### config.mk
export PLATFORM = sky130hd
export DESIGN_NAME = rh_dma_seq
export DESIGN_NICKNAME = d
export VERILOG_FILES = /design/src/rtl/rh_dma_pkg.sv /design/src/rtl/rh_dma_timeout.sv /design/src/rtl/rh_dma_seq.sv
export SDC_FILE = /design/constraint.sdc
export NUM_CORES = 1
export LEC_CHECK = 0
export CELL_PAD_IN_SITES_DETAIL_PLACEMENT = 0
export CELL_PAD_IN_SITES_GLOBAL_PLACEMENT = 1
export CORE_ASPECT_RATIO = 2
export CORE_MARGIN = 3
export CORE_UTILIZATION = 39
export DETAILED_ROUTE_END_ITERATION = 10
export DONT_BUFFER_PORTS = 1
export PLACE_DENSITY = 0.7
export SLEW_MARGIN = 10
export SYNTH_ARGS = -nofsm -noshare
export SYNTH_HDL_FRONTEND = slang
export SYNTH_SLANG_ARGS = --single-unit
### constraint.sdc
create_clock -name clk -period 2.88 [get_ports clk]
set_clock_uncertainty 0.1 [all_clocks]
set_input_delay 0.288 -clock clk [delete_from_list [all_inputs] [get_ports clk]]
set_output_delay 0.288 -clock clk [all_outputs]
set_load 0.005 [all_outputs]
### src/rtl/rh_dma_pkg.sv
// Shared types and constants for the RH DMA word sequencer.
// Widths, FSM state encoding and the bus-timeout limit.
package rh_dma_pkg;

  localparam int AW = 18;
  localparam int DW = 36;
  localparam int WCW = 16;
  localparam int TO_LIMIT = 256;
  localparam int TO_W = $clog2(TO_LIMIT);

  typedef enum logic [2:0] {
    S_IDLE,
    S_WAIT_DATA,
    S_REQ,
    S_PUSH,
    S_STEP,
    S_DONE
  } state_t;

endpackage

### src/rtl/rh_dma_timeout.sv
// Non-existent-memory watchdog: counts unacknowledged bus-request cycles.
// Only instantiated when RH_DMA_SEQ_TIMEOUT_EN is defined.
module rh_dma_timeout
  import rh_dma_pkg::*;
(
  input  logic clk,
  input  logic rst,
  input  logic active,
  input  logic ack,
  output logic expire
);

  logic [TO_W-1:0] cnt;
  logic            stall;

  assign stall = active && !ack;

  // Leaving the request state zeroes the count, so every entry starts fresh.
  always_ff @(posedge clk) begin
    if (rst) begin
      cnt <= '0;
    end else if (stall) begin
      cnt <= cnt + 1'b1;
    end else begin
      cnt <= '0;
    end
  end

  assign expire = stall && (cnt == TO_W'(TO_LIMIT - 1));

endmodule

### src/rtl/rh_dma_seq.sv
// RH DMA word sequencer: moves one 36-bit word per step between device and bus.
// Define RH_DMA_SEQ_TIMEOUT_EN to enable the non-existent-memory bus timeout.
module rh_dma_seq
  import rh_dma_pkg::*;
(
  input  logic          clk,
  input  logic          rst,
  input  logic          clr,
  input  logic          go,
  input  logic          rev,
  input  logic          to_mem,
  input  logic [WCW-1:0] wc_in,
  input  logic [AW-1:0] ba_in,
  input  logic [DW-1:0] dev_in_data,
  input  logic          dev_in_valid,
  output logic          dev_in_ready,
  output logic [DW-1:0] dev_out_data,
  output logic          dev_out_valid,
  input  logic          dev_out_ready,
  output logic          bus_req,
  output logic          bus_write,
  output logic [AW-1:0] bus_addr,
  output logic [DW-1:0] bus_wdata,
  input  logic          bus_ack,
  input  logic [DW-1:0] bus_rdata,
  output logic          inc_ba,
  output logic          dec_ba,
  output logic          wc_inc,
  output logic          busy,
  output logic          done,
  output logic          nxm
);

  state_t          state;
  state_t          state_n;
  logic [WCW-1:0]  wc_q;
  logic [WCW-1:0]  wc_nxt;
  logic            mem_q;
  logic            rev_q;
  logic            start;
  logic            take_in;
  logic            take_rd;
  logic            step;
  logic            expire;

`ifdef RH_DMA_SEQ_TIMEOUT_EN
  rh_dma_timeout u_timeout (
    .clk    (clk),
    .rst    (rst),
    .active (state == S_REQ),
    .ack    (bus_ack),
    .expire (expire)
  );
`else
  assign expire = 1'b0;
`endif

  assign wc_nxt = wc_q + 1'b1;

  always_comb begin
    state_n       = state;
    busy          = (state != S_IDLE);
    bus_req       = 1'b0;
    dev_in_ready  = 1'b0;
    dev_out_valid = 1'b0;
    inc_ba        = 1'b0;
    dec_ba        = 1'b0;
    wc_inc        = 1'b0;
    done          = 1'b0;
    start         = 1'b0;
    take_in       = 1'b0;
    take_rd       = 1'b0;
    step          = 1'b0;
    unique case (state)
      S_IDLE: begin
        if (go && !clr) begin
          start   = 1'b1;
          state_n = to_mem ? S_WAIT_DATA : S_REQ;
        end
      end
      S_WAIT_DATA: begin
        dev_in_ready = !clr;
        if (dev_in_valid) begin
          take_in = !clr;
          state_n = S_REQ;
        end
      end
      S_REQ: begin
        bus_req = 1'b1;
        if (bus_ack) begin
          take_rd = !mem_q && !clr;
          state_n = mem_q ? S_STEP : S_PUSH;
        end else if (expire) begin
          state_n = S_DONE;
        end
      end
      S_PUSH: begin
        dev_out_valid = 1'b1;
        if (dev_out_ready) state_n = S_STEP;
      end
      S_STEP: begin
        step   = !clr;
        inc_ba = !rev_q && !clr;
        dec_ba = rev_q && !clr;
        wc_inc = !clr;
        if (wc_nxt == '0) begin
          state_n = S_DONE;
        end else begin
          state_n = mem_q ? S_WAIT_DATA : S_REQ;
        end
      end
      S_DONE: begin
        done    = !clr;
        state_n = S_IDLE;
      end
      default: state_n = S_IDLE;
    endcase
    // Abort wins over every handshake completing in the same cycle.
    if (clr) state_n = S_IDLE;
  end

  assign bus_write = bus_req && mem_q;
  assign bus_addr  = bus_req ? ba_in : '0;

  always_ff @(posedge clk) begin
    if (rst) begin
      state        <= S_IDLE;
      wc_q         <= '0;
      mem_q        <= 1'b0;
      rev_q        <= 1'b0;
      bus_wdata    <= '0;
      dev_out_data <= '0;
    end else begin
      state <= state_n;
      if (start) begin
        wc_q  <= wc_in;
        mem_q <= to_mem;
        rev_q <= rev;
      end
      if (take_in) bus_wdata <= dev_in_data;
      if (take_rd) dev_out_data <= bus_rdata;
      if (step) wc_q <= wc_nxt;
    end
  end

`ifdef RH_DMA_SEQ_TIMEOUT_EN
  logic nxm_q;

  always_ff @(posedge clk) begin
    if (rst) begin
      nxm_q <= 1'b0;
    end else if (start) begin
      nxm_q <= 1'b0;
    end else if (state == S_REQ && expire && !clr) begin
      nxm_q <= 1'b1;
    end
  end

  assign nxm = nxm_q;
`else
  assign nxm = 1'b0;
`endif

endmodule

==> results of run 1 <==
worst paths after layout:
kind,startpoint,to,slack (ps)
setup / recovery,wc_q[0],state[1],310
hold / removal,wc_in[0],wc_q[0],10
setup reg to reg,wc_q[0],state[1],310
hold reg to reg,bus_wdata[14],bus_wdata[14],370
sequential cells by signal, summed over array words and instances, names as in the netlist:
register / cells
rev_q: 1
dev_out_data: 36
mem_q: 1
state: 3
wc_q: 16
bus_wdata: 36
layout make-up:
cell class                      instances  area [µm²]  area share (%)
Clock buffer                            9         225            4.25
Clock inverter                          6        96.3            1.82
Inverter                                5        18.8           0.354
Multi-Input combinational cell        410        2060            38.9
Sequential cell                        93        1860            35.1
Tap cell                              135         169            3.19
Timing Repair Buffer                   88         866            16.3
layout by cell type, fill, tap and decap left out, drive strengths merged, types with 3 or more instances in the layout:
cell type      n
nand2        165
dfxtp         93
a21oi         81
dlygate4sd3   74
nor2          35
and2          21
o21ai         17
buf           14
nor3          12
clkbuf         9
nand4          7
inv            7
mux2i          6
nor4           6
a221oi         5
nand3          5
nand2b         4
a31oi          4
a211oi         4
o21a           3
nor2b          3
a32oi          3
or4            3
and3           3
metrics by stage:
| stage | hold slack [ps] | instance area (µm²) | setup slack, ps |
|---|---|---|---|
| floorplan | 324 | 4100 | 467 |
| global placement | 264 | 4210 | 368 |
| detailed placement | 269 | 4210 | 319 |
| CTS | 4.09 | 5300 | 299 |
| global route | 36.5 | 5300 | 176 |
| finish | 14.6 | 5300 | 312 |
routing by layer:
layer	routed length (µm)	vias to the layer above	global-route usage [%]
met2	6810	179	39.0
met4	250	0	8.41
met1	4270	1824	19.3
li1	-	1969	-
met5	0	-	0
met3	1210	17	7.74
cells by family after synthesis:
group,Yosys count,synth area share (%)
muxes,6,1.47
buffers and inverters,47,4.43
adders and majority gates,1,0.305
xor gates and xnor gates,4,0.855
other,1,0.0915
AOI/OAI and AO/OA,128,18.0
and+or+nand+nor,270,29.5
DFF,93,45.4
power breakdown:
| group | internal, µW | switching (µW) | leakage (µW) |
|---|---|---|---|
| registers | 1310 | 29.6 | 0.000751 |
| clock network | 766 | 509 | 0.000154 |
| logic | 120 | 98.8 | 0.000907 |
| total | 2190 | 637 | 0.00181 |
==> flow_summary.rst, run 1 <==
.. list-table::
   :header-rows: 1

   * - Metric
     - Value
   * - Post-route fraction of the period consumed by the critical path
     - 89.2%
   * - Final standard cell utilization of the core
     - 51.9%
   * - Root Buffer Master
     - sky130_fd_sc_hd__clkbuf_16
   * - Post-CTS repair timing setup buffer count
     - 0
   * - Floorplan row count
     - 52
   * - Detailed Route Iter0 Violations
     - 159
   * - Die area
     - 11800 µm²
   * - Sort of element at the end of the critical path
     - flop
   * - Final setup fails
     - 0
   * - Highest-delay cell along the critical path
     - sky130_fd_sc_hd__or4_4
   * - Most instantiated cells after synthesis
     - 165 x sky130_fd_sc_hd__nand2_1, 93 x sky130_fd_sc_hd__dfxtp_1, 81 x sky130_fd_sc_hd__a21oi_1
   * - R2R depth
     - 6
   * - DRC violations left
     - 0
   * - Synth async-reset ratio
     - 0%
   * - Number of flops mapped to enable cells by yosys
     - 0
   * - Relative slew slack
     - 48.7%
   * - Data required time of the critical path
     - 3010 ps
   * - Path class of the lowest-slack min-delay path
     - in2reg
   * - I/O Buffers
     - 0
   * - Diodes inserted
     - 0
   * - Placer congestion estimate
     - 0.839
   * - Status
     - finished clean
   * - CTS max path bufs
     - 2
   * - Detailed placer's ending HPWL
     - 8660 µm
   * - CTS Sinks
     - 93
   * - Power per unit of standard cell area
     - 534 nW/µm²
   * - Cell family contributing the most delay on the critical path
     - simple AND/OR/NAND/NOR gates
   * - Via count of the routed design
     - 3989
   * - Pin count of the biggest net entering global routing
     - 90
   * - Synth area leaders
     - sky130_fd_sc_hd__dfxtp_1 45%, sky130_fd_sc_hd__nand2_1 15%, sky130_fd_sc_hd__a21oi_1 9.9%
   * - Routed WL per cell
     - 16.8 µm
   * - Buf+Inv Stages, Crit Path
     - 0
   * - Nets@finish
     - 723
   * - Initial cell density of the core
     - 40.1%
   * - Wire length of the first global-routing pass
     - 19300 µm
   * - Synthesized netlist cell count
     - 550
   * - Max frequency
     - 389 MHz
   * - Total number of H-tree levels
     - 3
   * - Detail-routed via count per cell
     - 5.35
   * - Netlist cell types
     - 48
   * - Highest ir drop seen on vdd
     - 0.324 mV
   * - Clock insertion delay at the later pin of the skew report
     - 340 ps
   * - Biggest area consumer among synthesized cells
     - sky130_fd_sc_hd__dfxtp_1
   * - Post-cts sizing count
     - 0
   * - Number of global-route vias before repair
     - 3950
   * - Flop and latch count out of synthesis
     - 93
   * - Initial DRT Pass Iterations
     - 4
   * - Cell Count Post-Placement
     - 656
   * - Pins Over Slew Limit
     - 0
   * - Final Routed Wirelength
     - 12500 µm
   * - Static leakage power
     - 0.00181 µW
   * - Hold-fix buffers at CTS
     - 75
   * - Crit path arrival time
     - 2700 ps
   * - Die span in x
     - 78.5 µm
   * - Filler instances
     - 989
   * - Tot Pwr
     - 2830 µW
   * - Number of top-level design ports
     - 215
   * - Total congestion overflow
     - 0
   * - Proportion of layout cells with a drive suffix above 1
     - 5.73%
   * - Total Neg Setup Slack
     - 0 ps
   * - Most used flip-flop cell after synthesis
     - sky130_fd_sc_hd__dfxtp_1
   * - Worst slew pin tran
     - 765 ps
   * - Yosys warns
     - 0
   * - Core region area
     - 10200 µm²
   * - Antenna violations before repair
     - 0
   * - Post-layout min period
     - 2570 ps
   * - Number of buffers added by the clock tree synthesis step
     - 9
   * - Setup CP Type
     - reg2reg
   * - Nets in the synthesized netlist
     - 666
   * - Area growth from synthesis to layout
     - 29.3%
   * - Post-DRT Antenna Nets
     - 0
   * - Max FO, Critical Path
     - 9
   * - Worst path cell trace
     - ha_1 -> nand3_4 -> o21a_1 -> or4_1 -> or4_4 -> o31a_1
   * - Highest cell delay on the worst timing path
     - 540 ps
   * - Library cell with the highest instance count after synthesis
     - sky130_fd_sc_hd__nand2_1
   * - Non-filler instance count after layout
     - 746
   * - Number of cells on the critical path
     - 6
   * - Clock-pin slew on the worst setup and hold paths
     - 70 ps
   * - Worst Hold Depth
     - 2
   * - Proportion of netlist area held by the largest area contributor
     - 45.4%
   * - Setup repair after global routing missed its margin
     - no
   * - Netlist area before placement
     - 4100 µm²
   * - Global router's overall resource usage
     - 20.5%
   * - Seq/Total Area, Yosys
     - 45.4%
   * - Height of the die
     - 151 µm
   * - CTS tree
     - yes
   * - Synthesized area divided by synthesized cell count
     - 7.45 µm²
   * - Final Hold Viols
     - 0
   * - Startpoint Class
     - flop
   * - Number of max-cap violations
     - 0
Note: power is estimated with default switching activity, not from simulation.
==> run 2: changes to the inputs <==
Settings changed: REMOVE_ABC_BUFFERS set to 1.
==> run 2 against run 1 <==
Final cell count rose by 0.40%. Global-route usage rose by 0.39 points. Combinational power barely moved. Non-clock buffer count rose by 2. Via count barely moved. Sequential power barely moved.
==> flow_summary.rst, run 2 (synthesis gave the netlist of run 1 again) <==
.. list-table::
   :header-rows: 1

   * - Metric
     - Value
   * - Total congestion overflow
     - 0 (unchanged)
   * - Detail-routed via count per cell
     - 5.32 (-0.43%)
   * - Pins Over Slew Limit
     - 0 (unchanged)
   * - Static leakage power
     - 0.00182 µW (+0.70%)
   * - Final Routed Wirelength
     - 12900 µm (+2.5%)
   * - CTS tree
     - yes
   * - Core region area
     - 10200 µm² (unchanged)
   * - CTS max path bufs
     - 2 (unchanged)
   * - Highest ir drop seen on vdd
     - 0.292 mV (-9.9%)
   * - Status
     - finished clean
   * - Final Hold Viols
     - 0 (unchanged)
   * - Clock-pin slew on the worst setup and hold paths
     - 70 ps (about the same)
   * - Die area
     - 11800 µm² (unchanged)
   * - Initial cell density of the core
     - 40.1% (unchanged)
   * - Path class of the lowest-slack min-delay path
     - in2reg
   * - Number of global-route vias before repair
     - 3813 (-3.5%)
   * - Filler instances
     - 1016 (+2.7%)
   * - Most used cells in the layout excluding fill and tap cells
     - 165 x sky130_fd_sc_hd__nand2_1, 93 x sky130_fd_sc_hd__dfxtp_1, 81 x sky130_fd_sc_hd__a21oi_1
   * - Relative slew slack
     - 52.1% (+3.4 points)
   * - Max FO, Critical Path
     - 23 (+14)
   * - Most common cell after layout, fill and taps aside
     - sky130_fd_sc_hd__nand2_1
   * - Startpoint Class
     - flop
   * - Post-place instance area
     - 4220 µm² (+0.12%)
   * - Die span in x
     - 78.5 µm (unchanged)
   * - Antenna violations before repair
     - 0 (unchanged)
   * - Power per unit of standard cell area
     - 526 nW/µm² (-1.5%)
   * - Post-CTS repair timing setup buffer count
     - 0 (unchanged)
   * - Post-layout min period
     - 2680 ps (+110 ps)
   * - Routed WL per cell
     - 17.2 µm (+2.1%)
   * - Nets@finish
     - 725 (+0.28%)
   * - Setup CP Type
     - reg2out
   * - Max frequency
     - 373 MHz (-4.1%)
   * - Floorplan row count
     - 52 (unchanged)
   * - Hold-fix buffers at CTS
     - 77 (+2.7%)
   * - Diodes inserted
     - 0 (unchanged)
   * - Total number of H-tree levels
     - 3 (unchanged)
   * - Number of buffers added by the clock tree synthesis step
     - 9 (unchanged)
   * - Clock insertion delay at the later pin of the skew report
     - 340 ps (about the same)
   * - Detailed placer's ending HPWL
     - 8860 µm (+2.3%)
   * - I/O Buffers
     - 0 (unchanged)
   * - Initial DRT Pass Iterations
     - 4 (unchanged)
   * - Area growth from synthesis to layout
     - 29.8%
   * - Placer congestion estimate
     - 0.880 (+4.8%)
   * - Via count of the routed design
     - 3988 (-0.025%)
   * - Final setup fails
     - 0 (unchanged)
   * - Final standard cell utilization of the core
     - 52.1% (+0.17 points)
   * - Global router's overall resource usage
     - 20.9% (+0.39 points)
   * - Number of top-level design ports
     - 215 (unchanged)
   * - Post-route fraction of the period consumed by the critical path
     - 93.0% (+3.8 points)
   * - Proportion of layout cells with a drive suffix above 1
     - 6.03% (+0.30 points)
   * - DRC violations left
     - 0 (unchanged)
   * - Total Neg Setup Slack
     - 0 ps (unchanged)
   * - Tot Pwr
     - 2800 µW (-1.2%)
   * - Biggest regs
     - bus_wdata (36), dev_out_data (36), wc_q (16)
   * - Worst slew pin tran
     - 714 ps (-51.1 ps)
   * - Wire length of the first global-routing pass
     - 19600 µm (+1.5%)
   * - Setup repair after global routing missed its margin
     - no
   * - Number of max-cap violations
     - 0 (unchanged)
   * - Post-cts sizing count
     - 0 (unchanged)
   * - Post-DRT Antenna Nets
     - 0 (unchanged)
   * - Root Buffer Master
     - sky130_fd_sc_hd__clkbuf_16
   * - Final instance area
     - 5320 µm² (+0.33%)
   * - Pin count of the biggest net entering global routing
     - 90 (unchanged)
   * - CTS Sinks
     - 93 (unchanged)
   * - Detailed Route Iter0 Violations
     - 135 (-15%)
   * - Data required time of the critical path
     - 2490 ps (-520 ps)
   * - Sort of element at the end of the critical path
     - output port
   * - Crit path arrival time
     - 2290 ps (-410 ps)
   * - Height of the die
     - 151 µm (unchanged)
## run 2: cell types whose count changed in the layout (fill, tap and decap cells not counted), sizes merged
cell | previous run | this run
inv | 7 | 9
dlygate4sd3 | 74 | 76
clkinv | 1 | 0
clkbuf | 9 | 10
bufinv | 2 | 1
## run 2: cell type report
class / instances / area (µm²) / share of cell area [%]
clock buffer: 10 / 239 / 4.49
multi-input combinational: 410 / 2070 / 38.9
timing repair buffer: 90 / 886 / 16.7
sequential: 93 / 1860 / 35.0
tap: 135 / 169 / 3.18
inverter: 5 / 18.8 / 0.353
clock inverter: 6 / 75.1 / 1.41
## run 2: critical path, stage by stage, from the launching register on
cell	delay (ps)
sky130_fd_sc_hd__dfxtp_1	540
sky130_fd_sc_hd__or4b_2	640
sky130_fd_sc_hd__buf_4	240
sky130_fd_sc_hd__inv_1	180
sky130_fd_sc_hd__buf_4	200
sky130_fd_sc_hd__and2_1	150
## run 2: path summary, 6_finish.rpt
check / startpoint / endpoint / slack [ps] / cells past startpoint
worst min-delay path: wc_in[7] / wc_q[7] / 10 / 2
worst max register to register: wc_q[0] / state[1] / 280 / 6
worst min register to register: dev_out_data[22] / dev_out_data[22] / 370 / 2
worst max-delay path: state[2] / dec_ba / 200 / 5
## run 2: metrics by stage
step	cells	hold slack, ps	setup slack, ps
6_report	749	15.0	202
2_1_floorplan	508	257	-29.4
3_5_place_dp	656	266	294
4_1_cts	749	4.05	183
3_3_place_gp	656	264	336
5_1_grt	749	31.3	73.5
## run 2: layer usage
metal	GRT usage, %	up-vias	wire, µm
met5	0	-	0
met4	9.11	0	323
met3	5.89	25	994
met2	37.5	159	6810
met1	22.6	1820	4730
li1	-	1984	-
## run 2: report_power, final
group	internal [µW]	leakage (µW)	switching, µW	total, µW
clock network	712	0.000152	527	1240
logic	122	0.000921	99.3	221
registers	1310	0.000751	29.4	1340
total	2140	0.00182	655	2800
